**config.mk**
```make
export PLATFORM = sky130hd
export DESIGN_NAME = page_step_sequencer
export DESIGN_NICKNAME = d
export VERILOG_FILES = /design/src/rtl/page_pkg.sv /design/src/rtl/page_delta.sv /design/src/rtl/page_step_sequencer.sv
export SDC_FILE = /design/constraint.sdc
export NUM_CORES = 1
export LEC_CHECK = 0
export ABC_AREA = 1
export CORE_UTILIZATION = 45
export DETAILED_ROUTE_END_ITERATION = 6
export PLACE_DENSITY_LB_ADDON = 0.1
export SYNTH_ARGS = -nofsm -noshare
export SYNTH_HDL_FRONTEND = slang
export SYNTH_SLANG_ARGS = --single-unit
export TNS_END_PERCENT = 20
```
**constraint.sdc**
```tcl
create_clock -name clk -period 1.5 [get_ports clk]
set_clock_uncertainty 0.1 [all_clocks]
set_input_delay 0.375 -clock clk [delete_from_list [all_inputs] [get_ports clk]]
set_output_delay 0.375 -clock clk [all_outputs]
set_load 0.02 [all_outputs]
```
**src/rtl/page_pkg.sv**
```systemverilog
// Shared definitions for the branch memory-page step sequencer.
package page_pkg;

  localparam int PAGE_W = 3;
  localparam int PAGES  = 2 ** PAGE_W;
  localparam int HALF   = 2 ** (PAGE_W - 1);

  typedef logic [PAGE_W-1:0] page_t;

  typedef enum logic [1:0] {
    IDLE  = 2'd0,
    STEP  = 2'd1,
    CHECK = 2'd2
  } pseq_state_t;

endpackage

```
**src/rtl/page_delta.sv**
```systemverilog
// Shortest-path distance between the current page and a target page on the
// circular page space. A forward distance of exactly HALF steps up.
module page_delta
  import page_pkg::*;
(
  input  page_t i_cur,
  input  page_t i_target,
  output logic  o_dir_up,
  output page_t o_n
);

  page_t w_fwd;

  // Forward distance wraps naturally in PAGE_W-bit arithmetic.
  assign w_fwd = i_target - i_cur;

  // Pick the shorter direction; going down costs PAGES - fwd, i.e. -fwd mod PAGES.
  always_comb begin
    o_dir_up = 1'b1;
    o_n      = '0;
    if (w_fwd == '0) begin
      o_dir_up = 1'b1;
      o_n      = '0;
    end else if (int'(w_fwd) <= HALF) begin
      o_dir_up = 1'b1;
      o_n      = w_fwd;
    end else begin
      o_dir_up = 1'b0;
      o_n      = '0 - w_fwd;
    end
  end

endmodule

```
**src/rtl/page_step_sequencer.sv**
```systemverilog
// Converts far-branch page changes and sequential page rollovers into a
// train of single +1/-1 pulses to the page register, stalls fetch while the
// change is in flight, and checks the landing page afterwards.
module page_step_sequencer
  import page_pkg::*;
(
  input  logic  clk,
  input  logic  reset,
  input  logic  br_req,
  input  page_t br_target_page,
  input  logic  pc_wrap,
  input  page_t cur_page,
  output logic  increment,
  output logic  decrement,
  output logic  stall,
  output logic  done,
  output logic  page_err
);

  pseq_state_t r_state;
  pseq_state_t w_next_state;
  page_t       r_remaining;
  page_t       r_target;
  logic        r_dir_up;

  logic        w_dir_up;
  page_t       w_n;

  page_delta u_page_delta (
    .i_cur    (cur_page),
    .i_target (br_target_page),
    .o_dir_up (w_dir_up),
    .o_n      (w_n)
  );

  // State register.
  // NOTE: clocked state uses non-blocking (<=) so every flop samples the
  // pre-edge values; blocking here would create order-dependent races.
  always_ff @(posedge clk) begin
    if (reset) r_state <= IDLE;
    else       r_state <= w_next_state;
  end

  // Capture direction, step count and target on entry; count steps down.
  always_ff @(posedge clk) begin
    if (reset) begin
      r_remaining <= '0;
      r_dir_up    <= 1'b0;
      r_target    <= '0;
    end else begin
      case (r_state)
        IDLE: begin
          // A branch redirects the PC, so a coincident rollover is dropped.
          if (br_req) begin
            r_target    <= br_target_page;
            r_dir_up    <= w_dir_up;
            r_remaining <= w_n;
          end else if (pc_wrap) begin
            r_target    <= cur_page + 1'b1;
            r_dir_up    <= 1'b1;
            r_remaining <= page_t'(1);
          end
        end
        STEP:    r_remaining <= r_remaining - 1'b1;
        default: ;
      endcase
    end
  end

  // Next-state and Moore output decode.
  // NOTE: every signal gets a default before the case so no path leaves one
  // unassigned, which would otherwise infer a latch.
  always_comb begin
    w_next_state = r_state;
    increment    = 1'b0;
    decrement    = 1'b0;
    stall        = 1'b0;
    done         = 1'b0;
    page_err     = 1'b0;
    case (r_state)
      IDLE: begin
        if (br_req) begin
          w_next_state = (w_n == '0) ? CHECK : STEP;
        end else if (pc_wrap) begin
          w_next_state = STEP;
        end
      end
      STEP: begin
        stall     = 1'b1;
        increment = r_dir_up;
        decrement = !r_dir_up;
        if (r_remaining == page_t'(1)) w_next_state = CHECK;
      end
      CHECK: begin
        stall        = 1'b1;
        done         = 1'b1;
        // cur_page is the page register's flop output, settled after the
        // final step edge; comparing it here costs no extra cycle.
        page_err     = (cur_page != r_target);
        w_next_state = IDLE;
      end
      default: w_next_state = IDLE;
    endcase
  end

endmodule

```
==> reports/metrics.yaml <==
timing:
  fin_crit_sh_pct: 108
  hold_viol: 0
  timing.final.ws_setup_ps: -125
  clock.fmax_ghz: 0.615
  final-setup-viol-count: 8
  slew_headroom_pct: 80.9
  period_minus_slack_ps: 1630
  holdWs_ps: 339
  drv_slew: 0
  tightest_slew_ps: 284
  setup-tns-final_ps: -565
  rsz0062_at_grt: "yes"
setup_path:
  crit_type: "reg -> out"
  required_ps: 1020
  crit_path_max_fanout: 3
  path_cells: "inv_4 > ha_4 > inv_2 > a31oi_1 > buf_2"
  crit_path_end_kind: "output pin"
  worst_ep_arrival_time_ps: 1150
  crit_slowest_cell: "dfxtp_4"
  cp-start-kind: "flip-flop"
  slowest_delay_ps: 360
  rrSetupSlack_ps: -40
  crit_family: "flip-flops"
  path_buf_inv: 3
yosys:
  mappedNetlistNets: 131
  avgSynthCellArea_sq_um: 6.74
  ys_ff_latch: 9
  netlist_instances: 112
  yosysSeqAreaShare_pct: 23.9
  synth_cell_types: 19
  synth_area_leaders: "dfxtp_1 (24%), ha_1 (13%), inv_1 (11%), nand2_1 (9.5%), o21ai_0 (7.3%)"
  synth.top_cell.area_share_pct: 23.9
  netlist_area_sq_um: 754
  ys_warn_count: 0
  synth.largest_area_cell: "dfxtp_1"
finish:
  filler_cell_count: 119
  drive_gt1_share_pct: 38.8
  antenna_cells: 0
  fin_cells: 163
  synthToLayoutAreaGrowth_pct: 51.6
  finalNetCount: 167
  final_core_util_pct: 74.2
  design_area_sq_um: 1140
placed_design:
  pre_cts_ws_ps: -758
  placed_area_sq_um: 1030
  dpl.hpwl_mm: 1.51
  portBuffers: 14
  dp_cells: 157
  gp_congestion: 0.776
power_and_ir_drop:
  finalPower_mw: 1.37
  p_leak_nw: 0.574
  power.density_nw_per_um2: 1200
  ir_worst_vdd_uv: 854
routing:
  route.final.wire_length_mm: 2.06
  met3_length_microns: 74
  vias_per_cell: 5.17
  m1WireLength_microns: 865
  postRouteAntennaNets: 0
  route.met2.wl_mm: 1.09
  post_drt_wl_per_cell_microns: 12.6
  vias: 843
  dr.pass1.iters: 4
  route.detailed.drc: 0
  top_layer: "met4"
  drtIter0Drc: 22
die:
  rows: 14
  start_util_pct: 48.9
  die_w_microns: 42.9
  io_pins: 15
  fp.dieH_microns: 42.9
  die_area_sq_um: 1840
  core_sq_um: 1540
global_route:
  track_usage_pct: 22.5
  grt_pass1_wl_mm: 3.14
  overflow: 0
  grt_pass1_vias: 760
  grt_start_max_net_pins: 8
  antenna_found_initial: 0
clock_tree:
  clkTransAtPathRegs_ps: 60
  cts_tree: "built"
  ctsHoldBuffers: 0
  cts_buffers: 3
  root_buffer: "clkbuf_4"
  cts_max_level: 1
  clock_sinks: 9
  cts_buffer_depth: 2
  clk_latency_ps: 280
hold_path:
  min_path_type: "in -> reg"
job:
  cap_violations: 0
outcome:
  violations: "negative setup slack"
  outcome: "finished, violations left"
[synth_stat cells, drive strengths merged]
cell type,count
nor2,7
xnor2,3
inv,24
a21oi,11
a31oi,2
nand4,2
o21ai,11
fa,1
o221ai,1
ha,8
buf,1
o22ai,1
dfxtp,9
nand3,8
nand2,23
[worst paths after layout]
check                                       start          end  depth (start not counted)
worst max-delay path                   r_state[0]     page_err                          5
worst min-delay path            br_target_page[0]  r_target[0]                          3
worst max register to register         r_state[1]   r_state[1]                          8
worst min register to register         r_state[0]   r_state[0]                          2
[tightest hold or removal path, cell delays in order]
cell and delay [ps]:
buf_2 100, a21oi_1 70, a21oi_1 130
[layer usage]
| metal | vias to the layer above | GRT usage, % |
|---|---|---|
| met5 | - | 0 |
| met4 | 0 | 3.64 |
| met3 | 8 | 7.66 |
| met2 | 15 | 39.7 |
| met1 | 387 | 26.8 |
| li1 | 433 | - |
[state kept, by name, indices dropped and copies added (netlist names)]
register / flops
r_remaining: 3
r_target: 3
r_state: 2
r_dir_up: 1
[what timing repair did]
action / in CTS / in global routing
pin swaps: 9 / 5
buffers inserted: 0 / 2
gates resized for setup: 51 / 23
endpoints found under the setup margin: 11 / 14
[cell usage in the layout (no fill, tap or decap), types with 2 or more instances in the layout]
| master | n |
|---|---|
| a21oi_1 | 9 |
| a21oi_2 | 2 |
| a31oi_1 | 2 |
| buf_2 | 4 |
| buf_4 | 18 |
| buf_6 | 3 |
| clkbuf_4 | 3 |
| clkdlybuf4s50_1 | 3 |
| dfxtp_1 | 7 |
| dfxtp_4 | 2 |
| ha_1 | 5 |
| ha_4 | 3 |
| inv_1 | 15 |
| inv_2 | 6 |
| inv_4 | 3 |
| nand2_1 | 17 |
| nand2_2 | 4 |
| nand2_4 | 2 |
| nand3_1 | 6 |
| nand4_1 | 2 |
| nor2_1 | 6 |
| o21ai_0 | 9 |
| xnor2_1 | 3 |
[layout make-up]
| cell class | count | area (sq um) | share of cell area (%) |
|---|---|---|---|
| sequential | 9 | 188 | 16.4 |
| inverter | 24 | 97.6 | 8.53 |
| tap | 16 | 20.0 | 1.75 |
| clock buffer | 4 | 26.3 | 2.30 |
| timing repair buffer | 32 | 255 | 22.3 |
| multi-input combinational | 78 | 557 | 48.7 |
[cell families after synthesis]
family	count (synthesis)	share of synthesized area, %
DFF	9	23.9
adders and majority gates	9	15.9
buffers and inverters	25	13.4
xor gates and xnor gates	3	3.48
and+or+nand+nor	40	24.5
AOI/OAI and AO/OA	26	18.7
[power breakdown]
part,leakage [nW],internal [mW],switching [mW]
registers,0.0760,0.315,0.0723
logic,0.483,0.351,0.428
clock network,0.0150,0.103,0.101
total,0.574,0.770,0.602
No activity file was read; power rests on OpenSTA's default activity.
